===== config.mk =====
export PLATFORM = sky130hd
export DESIGN_NAME = tinyfpga_cfg_loader
export DESIGN_NICKNAME = d
export VERILOG_FILES = /design/src/rtl/tinyfpga_cfg_loader.sv
export SDC_FILE = /design/constraint.sdc
export NUM_CORES = 1
export LEC_CHECK = 0
export CORE_MARGIN = 8
export CORE_UTILIZATION = 50
export CTS_BUF_LIST = sky130_fd_sc_hd__clkbuf_8
export CTS_CLUSTER_DIAMETER = 40
export DETAILED_ROUTE_END_ITERATION = 8
export PLACE_DENSITY = 0.75
export SLEW_MARGIN = 20
export SYNTH_ARGS = -nofsm -noshare
export SYNTH_HDL_FRONTEND = slang
export SYNTH_SLANG_ARGS = --single-unit

===== constraint.sdc =====
create_clock -name clk -period 4.1 [get_ports clk]
set_clock_uncertainty 0.05 [all_clocks]
set_input_delay 0.82 -clock clk [delete_from_list [all_inputs] [get_ports clk]]
set_output_delay 0.82 -clock clk [all_outputs]
set_load 0.03 [all_outputs]

===== src/rtl/tinyfpga_cfg_loader.sv =====
// tinyfpga_cfg_loader: frames a sync-prefixed byte stream and shifts it MSB-first into the fabric config chain.
// Optional CRC-8 trailer check is compiled in with TINYFPGA_CFG_CRC_EN.
module tinyfpga_cfg_loader #(
    parameter int         CFG_BITS  = 256,
    parameter logic [7:0] SYNC_BYTE = 8'hA5
) (
    input  logic       clk,
    input  logic       rst_n,
    input  logic [7:0] byte_in,
    input  logic       byte_valid,
    output logic       byte_ready,
    output logic       cfg_bit,
    output logic       cfg_shift,
    output logic       cfg_done,
    output logic       cfg_error,
    output logic       fabric_en
);
    localparam int            CW = $clog2(CFG_BITS / 8 + 1);
    localparam logic [CW-1:0] NB = CW'(CFG_BITS / 8);

    typedef enum logic [2:0] {
        S_IDLE,
        S_LOAD,
        S_SHIFT,
`ifdef TINYFPGA_CFG_CRC_EN
        S_CHECK,
`endif
        S_DONE,
        S_ERROR
    } state_t;

    state_t        r_state, w_state_nx;
    logic [CW-1:0] r_byte_cnt;
    logic [2:0]    r_bit_cnt;
    logic [7:0]    r_shreg;
    logic          w_xfer, w_restart;

    assign w_xfer     = byte_valid && byte_ready;
    assign w_restart  = w_xfer && byte_in == SYNC_BYTE &&
                        (r_state == S_IDLE || r_state == S_DONE || r_state == S_ERROR);
    assign byte_ready = r_state != S_SHIFT;
    assign cfg_shift  = r_state == S_SHIFT;
    assign cfg_bit    = r_shreg[7];
    assign cfg_done   = r_state == S_DONE;
    assign fabric_en  = cfg_done;

`ifdef TINYFPGA_CFG_CRC_EN
    logic [7:0] r_crc;

    function automatic logic [7:0] crc8(input logic [7:0] c, input logic [7:0] d);
        logic [7:0] x;
        x = c ^ d;
        for (int i = 0; i < 8; i++) x = x[7] ? ((x << 1) ^ 8'h07) : (x << 1);
        return x;
    endfunction

    assign cfg_error = r_state == S_ERROR;
`else
    assign cfg_error = 1'b0;
`endif

    always_comb begin
        w_state_nx = r_state;
        case (r_state)
            S_IDLE, S_DONE, S_ERROR: w_state_nx = w_restart ? S_LOAD : r_state;
            S_LOAD:  w_state_nx = w_xfer ? S_SHIFT : S_LOAD;
            S_SHIFT: if (r_bit_cnt == 3'd7)
`ifdef TINYFPGA_CFG_CRC_EN
                w_state_nx = (r_byte_cnt < NB) ? S_LOAD : S_CHECK;
            S_CHECK: if (w_xfer) w_state_nx = (byte_in == r_crc) ? S_DONE : S_ERROR;
`else
                w_state_nx = (r_byte_cnt < NB) ? S_LOAD : S_DONE;
`endif
            default: w_state_nx = S_IDLE;
        endcase
    end

    // Shifting refills with bit 0 so cfg_bit keeps the last shifted bit between bytes.
    always_ff @(posedge clk or negedge rst_n) begin
        if (!rst_n) begin
            r_state    <= S_IDLE;
            r_byte_cnt <= '0;
            r_bit_cnt  <= '0;
            r_shreg    <= '0;
`ifdef TINYFPGA_CFG_CRC_EN
            r_crc      <= '0;
`endif
        end else begin
            r_state <= w_state_nx;
            if (w_restart) begin
                r_byte_cnt <= '0;
`ifdef TINYFPGA_CFG_CRC_EN
                r_crc      <= '0;
`endif
            end
            if (r_state == S_LOAD && w_xfer) begin
                r_shreg    <= byte_in;
                r_byte_cnt <= r_byte_cnt + CW'(1);
                r_bit_cnt  <= '0;
`ifdef TINYFPGA_CFG_CRC_EN
                r_crc      <= crc8(r_crc, byte_in);
`endif
            end else if (r_state == S_SHIFT) begin
                r_shreg   <= {r_shreg[6:0], r_shreg[0]};
                r_bit_cnt <= r_bit_cnt + 3'd1;
            end
        end
    end
endmodule


==> results.md <==
* Outcome: finished, final reports clean
* I/O Buffers at 15
* Hold_buf cts at 0
* Post-synth net total at 122
* Switching share of total power at 0.403
* Sink Count at 19
* Flop pwr share at 0.404
* EDFF count, synth at 0
* Die ar. at 3800 um2
* Count of cell types in the netlist at 30
* R2R cell count at 5
* Detailed Route WL at approximately 2100 um
* Largest net degree at the start of global routing at 20
* Clk slew on worst S/H paths at about 0.07 ns
* CP Cell Sequence: inv_1, ha_1, inv_1, clkdlybuf4s50_1
* GPL Wtd Cong at between 0.7 and 0.8
* Root Driver: clkbuf_8
* Detail Placement HPWL at 1560 um
* Horiz. Die Dim at between 60 and 70 um
* Initial antenna violation count at 0
* Die Ht at 61.6 um
* Grt ovf at 0
* First-pass GRT wire length at 3600 um
* Detailed Routing Iterations Pass 1 at 4
* Logic pwr share at 0.432
* Most frequent cells in the layout: nand2_1, dfrtp_1, clkdlybuf4s50_1, a22oi_1
* Unrepaired setup endpoints after global routing: no
* Max cap viols at 0
* Ratio of cells with drive above 1 in the final layout at 0.0932
* Reg2reg start: r_state[0]
* Final hold vios at 0
* Min Tclk post-route at 3.02 ns
* Crit. End Element: primary output
* Slew Limit Fails at 0
* ANT cells at 0
* Leak Pwr at approximately 0.56 nW
* Power per standard cell area at roughly 640 nW/um2
* Resize count post-CTS at 0
* Commonest non-fill, non-tap cell in the layout: nand2_1
* Area Growth Syn to Fin at 17.7%
* # rows at 16
* Yosys Warn Count at 0
* Slew margin rel. at 0.432
* Hold_sp: r_shreg[0]
* WHS Path Cells at 2
* Cell area after synthesis at approximately 1000 um2
* Setup TNS at 0 ns
* Sequential share of the synthesized area at 0.457
* DRC viols at 0
* Synth Instances at between 100 and 150
* Largest delay share family, worst path: buffers and inverters
* Clock Power Share at 0.164
* Setup-failing EPs final at 0
* H-tree Lvls at 1
* Slowest cell on the critical path: clkdlybuf4s50_1
* WP data required at ~3.2 ns
* Power Total at 0.789 mW
* Async S/R FF share, synth at 1.00
* CTS tree: done
* Clk_lat worst skew at 0.26 ns
* Vias/cell at approximately 5.5
* Stages on the worst setup path at 4
* Internal power at 0.471 mW
* Final nets at about 140
* Clk buf depth at 2
* Worst-path maximum fanout at 19
* Postcts setup bufs at 0
* Num CTS Buffers at 3
* Switch Pwr at 0.318 mW
* Most used cell along the critical path: inv_1
* CP max stage delay at around 0.64 ns
* Per-cell routed wire length at about 15 um
* CORE AREA at slightly below 2000 um2
* Fillers at 180
* Most common flop cell mapped by yosys: dfrtp_1
* Via count at 803
* Highest Clock Rate at between 0.3 and 0.4 GHz
* Vias in the first global route at slightly below 900
* Finished Core Util at 0.624
* Worst Setup Start Kind: register
* Gr usage total at 0.126
* Mapped Avg Cell Area at between 9 and 10 um2
* Critical Path Source: r_state[0]
* Crit path buffers/inverters at 3
* #FFs+latches synth at 19
* Critical Path AT at 2.15 ns
* Final antenna-violating net count at 0
* Actual slew at the worst max-slew pin at between 0.8 and 0.9 ns
* Worst VDD drop at between 0.0004 and 0.0005 V
* Final period util at 0.735
* DRT iter0 DRCs at 33
* Hold Path Class: reg -> reg
* Top-Level Pins at 17
* Starting Density at 0.531
* Crit path kind: reg -> out
==> path summary, 6_finish.rpt <==
check	slack [ns]	end
worst max-delay path	1.08	byte_ready
max in group asynchronous	2.48	r_shreg[7]
worst min register to register	0.43	r_shreg[0]
worst min-delay path	0.43	r_shreg[0]
min in group asynchronous	1.00	r_byte_cnt[2]
worst max register to register	1.87	r_byte_cnt[5]
==> per-layer routing <==
layer	part of all wire	global-route usage	vias to the layer above
met1	0.42	0.134	396
li1	-	-	385
met4	0.0052	0.0390	0
met5	0	0	-
met3	0.045	0.0397	2
met2	0.53	0.227	20
==> per-stage QoR <==
stage                     worst slack (ns)  instances  area, um2  hold WS, ns
final                                 1.08        145       1220        0.430
after global routing                  1.01        145       1220        0.459
after CTS                             1.09        145       1220        0.431
after detailed placement              1.38        141       1180        0.414
after global placement                1.42        141       1180        0.411
after floorplan                       2.07        105       1040        0.396
==> cells in the mapped netlist, types with 2 or more instances <==
library cell / instances / share of area
a21oi_1: 2 / 0.0096
a22oi_1: 7 / 0.050
a31oi_2: 2 / 0.024
and3_1: 2 / 0.012
buf_4: 4 / 0.029
dfrtp_1: 19 / 0.46
ha_1: 6 / 0.072
inv_1: 5 / 0.018
mux2i_1: 2 / 0.019
nand2_1: 27 / 0.097
nand3_1: 2 / 0.0096
nor2_1: 3 / 0.011
nor2b_1: 2 / 0.012
o21ai_0: 6 / 0.029
==> power groups by stage <==
stage / clock network (mW) / logic, mW / registers, mW
3_5_place_dp: 0 / 0.339 / 0.323
2_1_floorplan: 0 / 0.260 / 0.316
6_report: 0.129 / 0.341 / 0.319
5_1_grt: 0.137 / 0.384 / 0.330
4_1_cts: 0.131 / 0.344 / 0.319
3_3_place_gp: 0 / 0.330 / 0.316
==> kinds of logic (layout without fill, tap and decap cells) <==
family                     Yosys count  after routing  synth area share
buffers and inverters               11             24            0.0613
DFF                                 19             19             0.457
adders and majority gates            6              6            0.0721
other                                1              1           0.00360
muxes                                2              2            0.0192
and+or+nand+nor                     42             42             0.198
AOI/OAI and AO/OA                   24             24             0.189
==> layout make-up <==
class	instances	area, um2	share of cell area
Inverter	5	18.8	0.0153
Clock inverter	1	3.75	0.00306
Multi-Input combinational cell	75	502	0.410
Clock buffer	3	41.3	0.0337
Tap cell	27	33.8	0.0276
Timing Repair Buffer	15	150	0.123
Sequential cell	19	475	0.388
==> worst min-delay path: stages (launching register included) <==
cell and delay [ns]:
dfrtp_1 0.35, nand2_1 0.05, nand2_1 0.05
==> state kept, by name, summed over array words and instances, names as in the netlist <==
signal / count
r_byte_cnt: 6
r_shreg: 8
r_state: 2
r_bit_cnt: 3
(Power assumes the default switching activity.)
